<file path="config.mk">
export PLATFORM = sky130hd
export DESIGN_NAME = mc_ctrl
export DESIGN_NICKNAME = d
export VERILOG_FILES = /design/src/rtl/mc_ctrl.sv
export SDC_FILE = /design/constraint.sdc
export NUM_CORES = 1
export LEC_CHECK = 0
export ABC_AREA = 1
export ABC_CLOCK_PERIOD_IN_PS = 5000
export BUFFER_PORTS_ARGS = -buffer_cell sky130_fd_sc_hd__clkbuf_2
export CAP_MARGIN = 20
export CORE_MARGIN = 2
export CORE_UTILIZATION = 55
export CTS_BUF_LIST = sky130_fd_sc_hd__clkbuf_16
export CTS_CLUSTER_SIZE = 24
export DETAILED_ROUTE_END_ITERATION = 10
export PLACE_DENSITY = 0.95
export SYNTH_ARGS = -nofsm -noshare
export SYNTH_HDL_FRONTEND = slang
export SYNTH_SLANG_ARGS = --single-unit
</file>
<file path="constraint.sdc">
create_clock -name clk -period 5 [get_ports clk]
set_clock_uncertainty 0.15 [all_clocks]
set_input_delay 0.5 -clock clk [delete_from_list [all_inputs] [get_ports clk]]
set_output_delay 0.5 -clock clk [all_outputs]
set_load 0.01 [all_outputs]
</file>
<file path="src/rtl/mc_ctrl.sv">
// Multi-cycle MIPS main controller: FETCH/DECODE/EXE/MEM/WB sequencing,
// IR decode into datapath selects, and a retired-instruction counter.
module mc_ctrl #(
    parameter int CNT_W = 32
) (
    input  logic             clk,
    input  logic             reset,
    input  logic [31:0]      instr,
    input  logic             zero,
    input  logic             im_ready,
    input  logic             dm_ready,
    output logic             im_req,
    output logic             dm_req,
    output logic             IRWr,
    output logic             PCWr,
    output logic [1:0]       NPCOp,
    output logic             RegWr,
    output logic [1:0]       RegDst,
    output logic             ALUSrc,
    output logic [2:0]       ALUOp,
    output logic [1:0]       EOp,
    output logic [1:0]       MemtoReg,
    output logic             MemWr,
    output logic             retire,
    output logic [CNT_W-1:0] retired_cnt,
    output logic [2:0]       state
);

    typedef enum logic [2:0] {
        S_FETCH  = 3'd0,
        S_DECODE = 3'd1,
        S_EXE    = 3'd2,
        S_MEM    = 3'd3,
        S_WB     = 3'd4
    } state_e;

    state_e           state_q, state_d;
    logic [CNT_W-1:0] cnt_q;

    logic [5:0] op, funct;
    logic is_r, is_addu, is_subu, is_ori, is_lui;
    logic is_lw, is_sw, is_beq, is_j, is_jal, is_legal;
    logic [1:0] eop_dec;
    logic [2:0] aluop_dec;
    logic       alusrc_dec;
    logic       unused_instr;

    assign op      = instr[31:26];
    assign funct   = instr[5:0];
    assign is_r    = (op == 6'b000000);
    assign is_addu = is_r && (funct == 6'b100001);
    assign is_subu = is_r && (funct == 6'b100011);
    assign is_ori  = (op == 6'b001101);
    assign is_lui  = (op == 6'b001111);
    assign is_lw   = (op == 6'b100011);
    assign is_sw   = (op == 6'b101011);
    assign is_beq  = (op == 6'b000100);
    assign is_j    = (op == 6'b000010);
    assign is_jal  = (op == 6'b000011);
    assign is_legal = is_addu | is_subu | is_ori | is_lui | is_lw |
                      is_sw | is_beq | is_j | is_jal;
    assign unused_instr = ^instr[25:6];

    assign eop_dec = is_ori ? 2'b01 :
                     is_lui ? 2'b10 :
                     is_beq ? 2'b11 : 2'b00;
    assign alusrc_dec = is_ori | is_lui | is_lw | is_sw;
    assign aluop_dec  = (is_subu | is_beq) ? 3'b001 :
                        is_ori             ? 3'b010 :
                        is_lui             ? 3'b011 : 3'b000;

    always_comb begin
        state_d  = state_q;
        im_req   = 1'b0;
        dm_req   = 1'b0;
        IRWr     = 1'b0;
        PCWr     = 1'b0;
        NPCOp    = 2'b00;
        RegWr    = 1'b0;
        RegDst   = 2'b00;
        ALUSrc   = 1'b0;
        ALUOp    = 3'b000;
        EOp      = 2'b00;
        MemtoReg = 2'b00;
        MemWr    = 1'b0;
        retire   = 1'b0;
        unique case (state_q)
            S_FETCH: begin
                im_req = 1'b1;
                if (im_ready) begin
                    IRWr    = 1'b1;
                    PCWr    = 1'b1;
                    state_d = S_DECODE;
                end
            end
            S_DECODE: begin
                EOp = eop_dec;
                // Illegal ops retire as a nop; the PC already moved in FETCH.
                if (!is_legal) begin
                    retire  = 1'b1;
                    state_d = S_FETCH;
                end else begin
                    state_d = S_EXE;
                end
            end
            S_EXE: begin
                EOp    = eop_dec;
                ALUSrc = alusrc_dec;
                ALUOp  = aluop_dec;
                if (is_beq) begin
                    NPCOp   = 2'b01;
                    PCWr    = zero;
                    retire  = 1'b1;
                    state_d = S_FETCH;
                end else if (is_j) begin
                    NPCOp   = 2'b10;
                    PCWr    = 1'b1;
                    retire  = 1'b1;
                    state_d = S_FETCH;
                end else if (is_lw || is_sw) begin
                    state_d = S_MEM;
                end else begin
                    NPCOp   = is_jal ? 2'b10 : 2'b00;
                    PCWr    = is_jal;
                    state_d = S_WB;
                end
            end
            S_MEM: begin
                dm_req = 1'b1;
                MemWr  = is_sw;
                if (dm_ready) begin
                    retire  = is_sw;
                    state_d = is_sw ? S_FETCH : S_WB;
                end
            end
            S_WB: begin
                RegWr    = 1'b1;
                retire   = 1'b1;
                RegDst   = is_jal ? 2'b10 : (is_addu | is_subu) ? 2'b01 : 2'b00;
                MemtoReg = is_jal ? 2'b10 : is_lw ? 2'b01 : 2'b00;
                state_d  = S_FETCH;
            end
            default: state_d = S_FETCH;
        endcase
        // Nothing may commit while reset is held, even in FETCH.
        if (reset) begin
            IRWr   = 1'b0;
            PCWr   = 1'b0;
            RegWr  = 1'b0;
            MemWr  = 1'b0;
            retire = 1'b0;
        end
    end

    always_ff @(posedge clk or posedge reset) begin
        if (reset) begin
            state_q <= S_FETCH;
            cnt_q   <= '0;
        end else begin
            state_q <= state_d;
            if (retire) cnt_q <= cnt_q + CNT_W'(1);
        end
    end

    assign state       = state_q;
    assign retired_cnt = cnt_q;

endmodule

</file>
==> run summary <==
Total Routing Usage GR = 27.13%
Xor/xnor share of the synthesized area = 4.886%
Final period utilization = 62.48%
Post-synth top area share = 32.57%
P_leak = 1.758 nW
CP max-delay cell = nand2_2
Io pins = 91
EDFF count, synth = 0
Mapped Nets = 464
Worst-Skew Late Latency = 0.28 ns
Min Tclk post-route = 3.124 ns
CTS max path bufs = 2
Post-synth top area cell = dfrtp_1
Layout Cells excl Fill = 559
Seq/Total Area, Yosys = 32.57%
Endpoints failing setup = 0
CTS tree = done
Slowest Stage Delay on Critical Path = 0.47 ns
Largest family of logic cells by synthesized area = simple AND/OR/NAND/NOR gates
Cell depth of the worst flop-to-flop path = 9
Initial Utilization = 56.93%
Core region area = 0.004723 sq mm
PD cells = 276.1 mW/mm^2
Slew @ Worst Pin = 0.7530 ns
Pins over their slew limit = 0
Area growth syn-to-layout = 18.05%
Startpoint class of the critical path = input pin
VDD IR-drop max = 245.9 uV
Die H = 73.92 um
Area of the mapped netlist = 0.002689 sq mm
Placed instance area = 0.003040 sq mm
Hold buffer count at CTS = 0
IO buf count = 69
Number of H-tree levels = 2
Die span in x = 73.92 um
Post-CTS sizing = 0
Post-Synth Adder-Cell Area = 0.4653%
Reg2reg setup slack = 2.67 ns
Multiplexer area fraction after synthesis = 0%
Worst-path clk slew = 0.05 ns
Initial antenna violation count = 0
Post-synthesis compound-gate area fraction = 2.001%
Crit-path cells = clkbuf_2, inv_1, nand2_1, nor2_2, nand2_2, nand2_1, inv_2, nor2_1, nor2_1, nand2_2, nand2_4, inv_1, clkbuf_2
Delay-heaviest family, CP = simple AND/OR/NAND/NOR gates
Routed Antenna Nets = 0
WP depth = 13
Post-CTS Setup Repair Bufs = 0
Sink Count = 35
Final instance area = 0.003174 sq mm
Synth top area cells = dfrtp_1 33%, nand2_1 23%, nand3_1 8.7%
Inserted Diodes = 0
Fmax = 320.1 MHz
Die ar. = 0.005464 sq mm
Worst Hold Class = in2async
Distinct cell type count after synthesis = 30
Final RePlAce weighted congestion = 0.9113
Remaining global-route overflow = 0
Outcome = finished, final reports clean
Cells after DPL = 552
Starting DRT DRC Count = 175
Drt via density = 5.299
Mapped Avg Cell Area = 6.312 sq um
Global-route wire length before repair = 11650 um
Final setup TNS = 0 ns
Endpoint class of the critical path = output pin
Nets = 530
Post-layout util = 67.21%
WL/cell = 12.60 um
Fill cells = 444
CTS buffer count = 5
Number of global-route vias before repair = 2571
Slew HR = 49.80%
Flops & latches, synth = 35
Max_cap viols = 0
Ys flop type = dfrtp_1
Crit path max fanout = 33
DP Wirelength = 5320 um
Final count of hold timing violations = 0
CP Class = in2out
DRC viols = 0
WP data required = 4.35 ns
Synth Instances = 426
Via count = 2962
Warning count from the yosys run = 0
DRT Wirelength = 7042 um
Simple-gate share of the synthesized area = 50.49%
Root Driver = clkbuf_16
Largest net degree at the start of global routing = 70
RSZ-0062 raised after global routing = no
DRT Pass-1 Iters = 4
CP Buf/Inv Count = 5
Layout cells sized above 1 = 19.11%
Rows = 25
Crit path arrival time = 2.47 ns
Async S/R FF share, synth = 100.0%
-- final cells by class --
type                       count  area [sq um]  area share, %
tap                           67         83.83          2.641
multi-input combinational    335          1559          49.11
clock inverter                 2         8.758         0.2759
timing repair buffer          70         352.8          11.12
clock buffer                   5         125.1          3.942
inverter                      45         168.9          5.321
sequential                    35         875.8          27.59
-- sequential cells by signal (all words and copies together), names as in the netlist --
signal	count
state	3
retired_cnt	32
-- synth_stat cells (2+ instances only) --
cell / count
inv_1: 41
nor4_1: 2
nand3b_1: 8
inv_2: 3
xor2_1: 12
nand3_1: 47
dfrtp_1: 35
xnor2_1: 3
buf_6: 3
nand4_1: 8
buf_4: 5
nand2_2: 3
or2_2: 2
nor2_1: 50
nor2_4: 2
nand2_1: 165
o21ai_0: 4
a21oi_1: 5
nand3_2: 2
nor2_2: 3
nor3_1: 13
buf_2: 2
-- layout by cell type (no fill, tap or decap), drive strengths merged, types with 2 or more instances in the layout --
| cell | n |
|---|---|
| dfrtp | 35 |
| nand3b | 8 |
| a21oi | 5 |
| nor3 | 14 |
| xnor2 | 3 |
| clkbuf | 74 |
| or2 | 2 |
| o21ai | 4 |
| nor2 | 55 |
| inv | 45 |
| nand4 | 8 |
| nand2 | 169 |
| clkinv | 2 |
| xor2 | 12 |
| nand3 | 49 |
| nor4 | 2 |
-- routing by layer --
| layer | vias up | global-route usage, % | wire, um | share of wire [%] |
|---|---|---|---|---|
| li1 | 1473 | - | - | - |
| met1 | 1385 | 35.29 | 3025 | 43 |
| met2 | 93 | 46.63 | 3540 | 50 |
| met3 | 11 | 4.664 | 389 | 5.5 |
| met4 | 0 | 7.071 | 87 | 1.2 |
| met5 | - | 0 | 0 | 0 |
-- worst register-to-register path: cells and delay by family, from the launching register on --
family           cells  cell delay [ns]
flip-flops           1             0.41
AND/OR/NAND/NOR      9             1.65
-- metrics by stage --
stage	hold slack (ns)	setup slack, ns	power, mW
2_1_floorplan	0.3831	2.821	0.5349
3_5_place_dp	0.3748	1.915	0.5905
4_1_cts	0.3283	1.888	0.8803
5_1_grt	0.3758	1.655	0.9270
3_3_place_gp	0.3436	1.969	0.5822
6_report	0.3073	1.876	0.8763
-- cells by family (layout without fill, tap and decap cells) --
group / after synthesis / in the layout
and+or+nand+nor: 308 / 308
adders and majority gates: 1 / 1
other: 1 / 1
xor gates and xnor gates: 15 / 15
DFF: 35 / 35
buffers and inverters: 56 / 122
AOI/OAI and AO/OA: 10 / 10
-- worst paths after layout --
| path | startpoint | end |
|---|---|---|
| max in group asynchronous | reset | retired_cnt[15]$_DFFE_PP0P_ |
| hold reg to reg | retired_cnt[17]$_DFFE_PP0P_ | retired_cnt[17]$_DFFE_PP0P_ |
| min in group clk | dm_ready | state[1]$_DFFE_PP0P_ |
| setup / recovery | instr[30] | retire |
| hold / removal | reset | state[2]$_DFFE_PP0P_ |
| setup reg to reg | state[1]$_DFFE_PP0P_ | retired_cnt[16]$_DFFE_PP0P_ |
-- power by group --
part           internal, mW  switching (mW)
Combinational        0.0743           0.172
Sequential            0.305          0.0354
Clock                 0.179           0.111
Note: power is estimated with default switching activity, not from simulation.
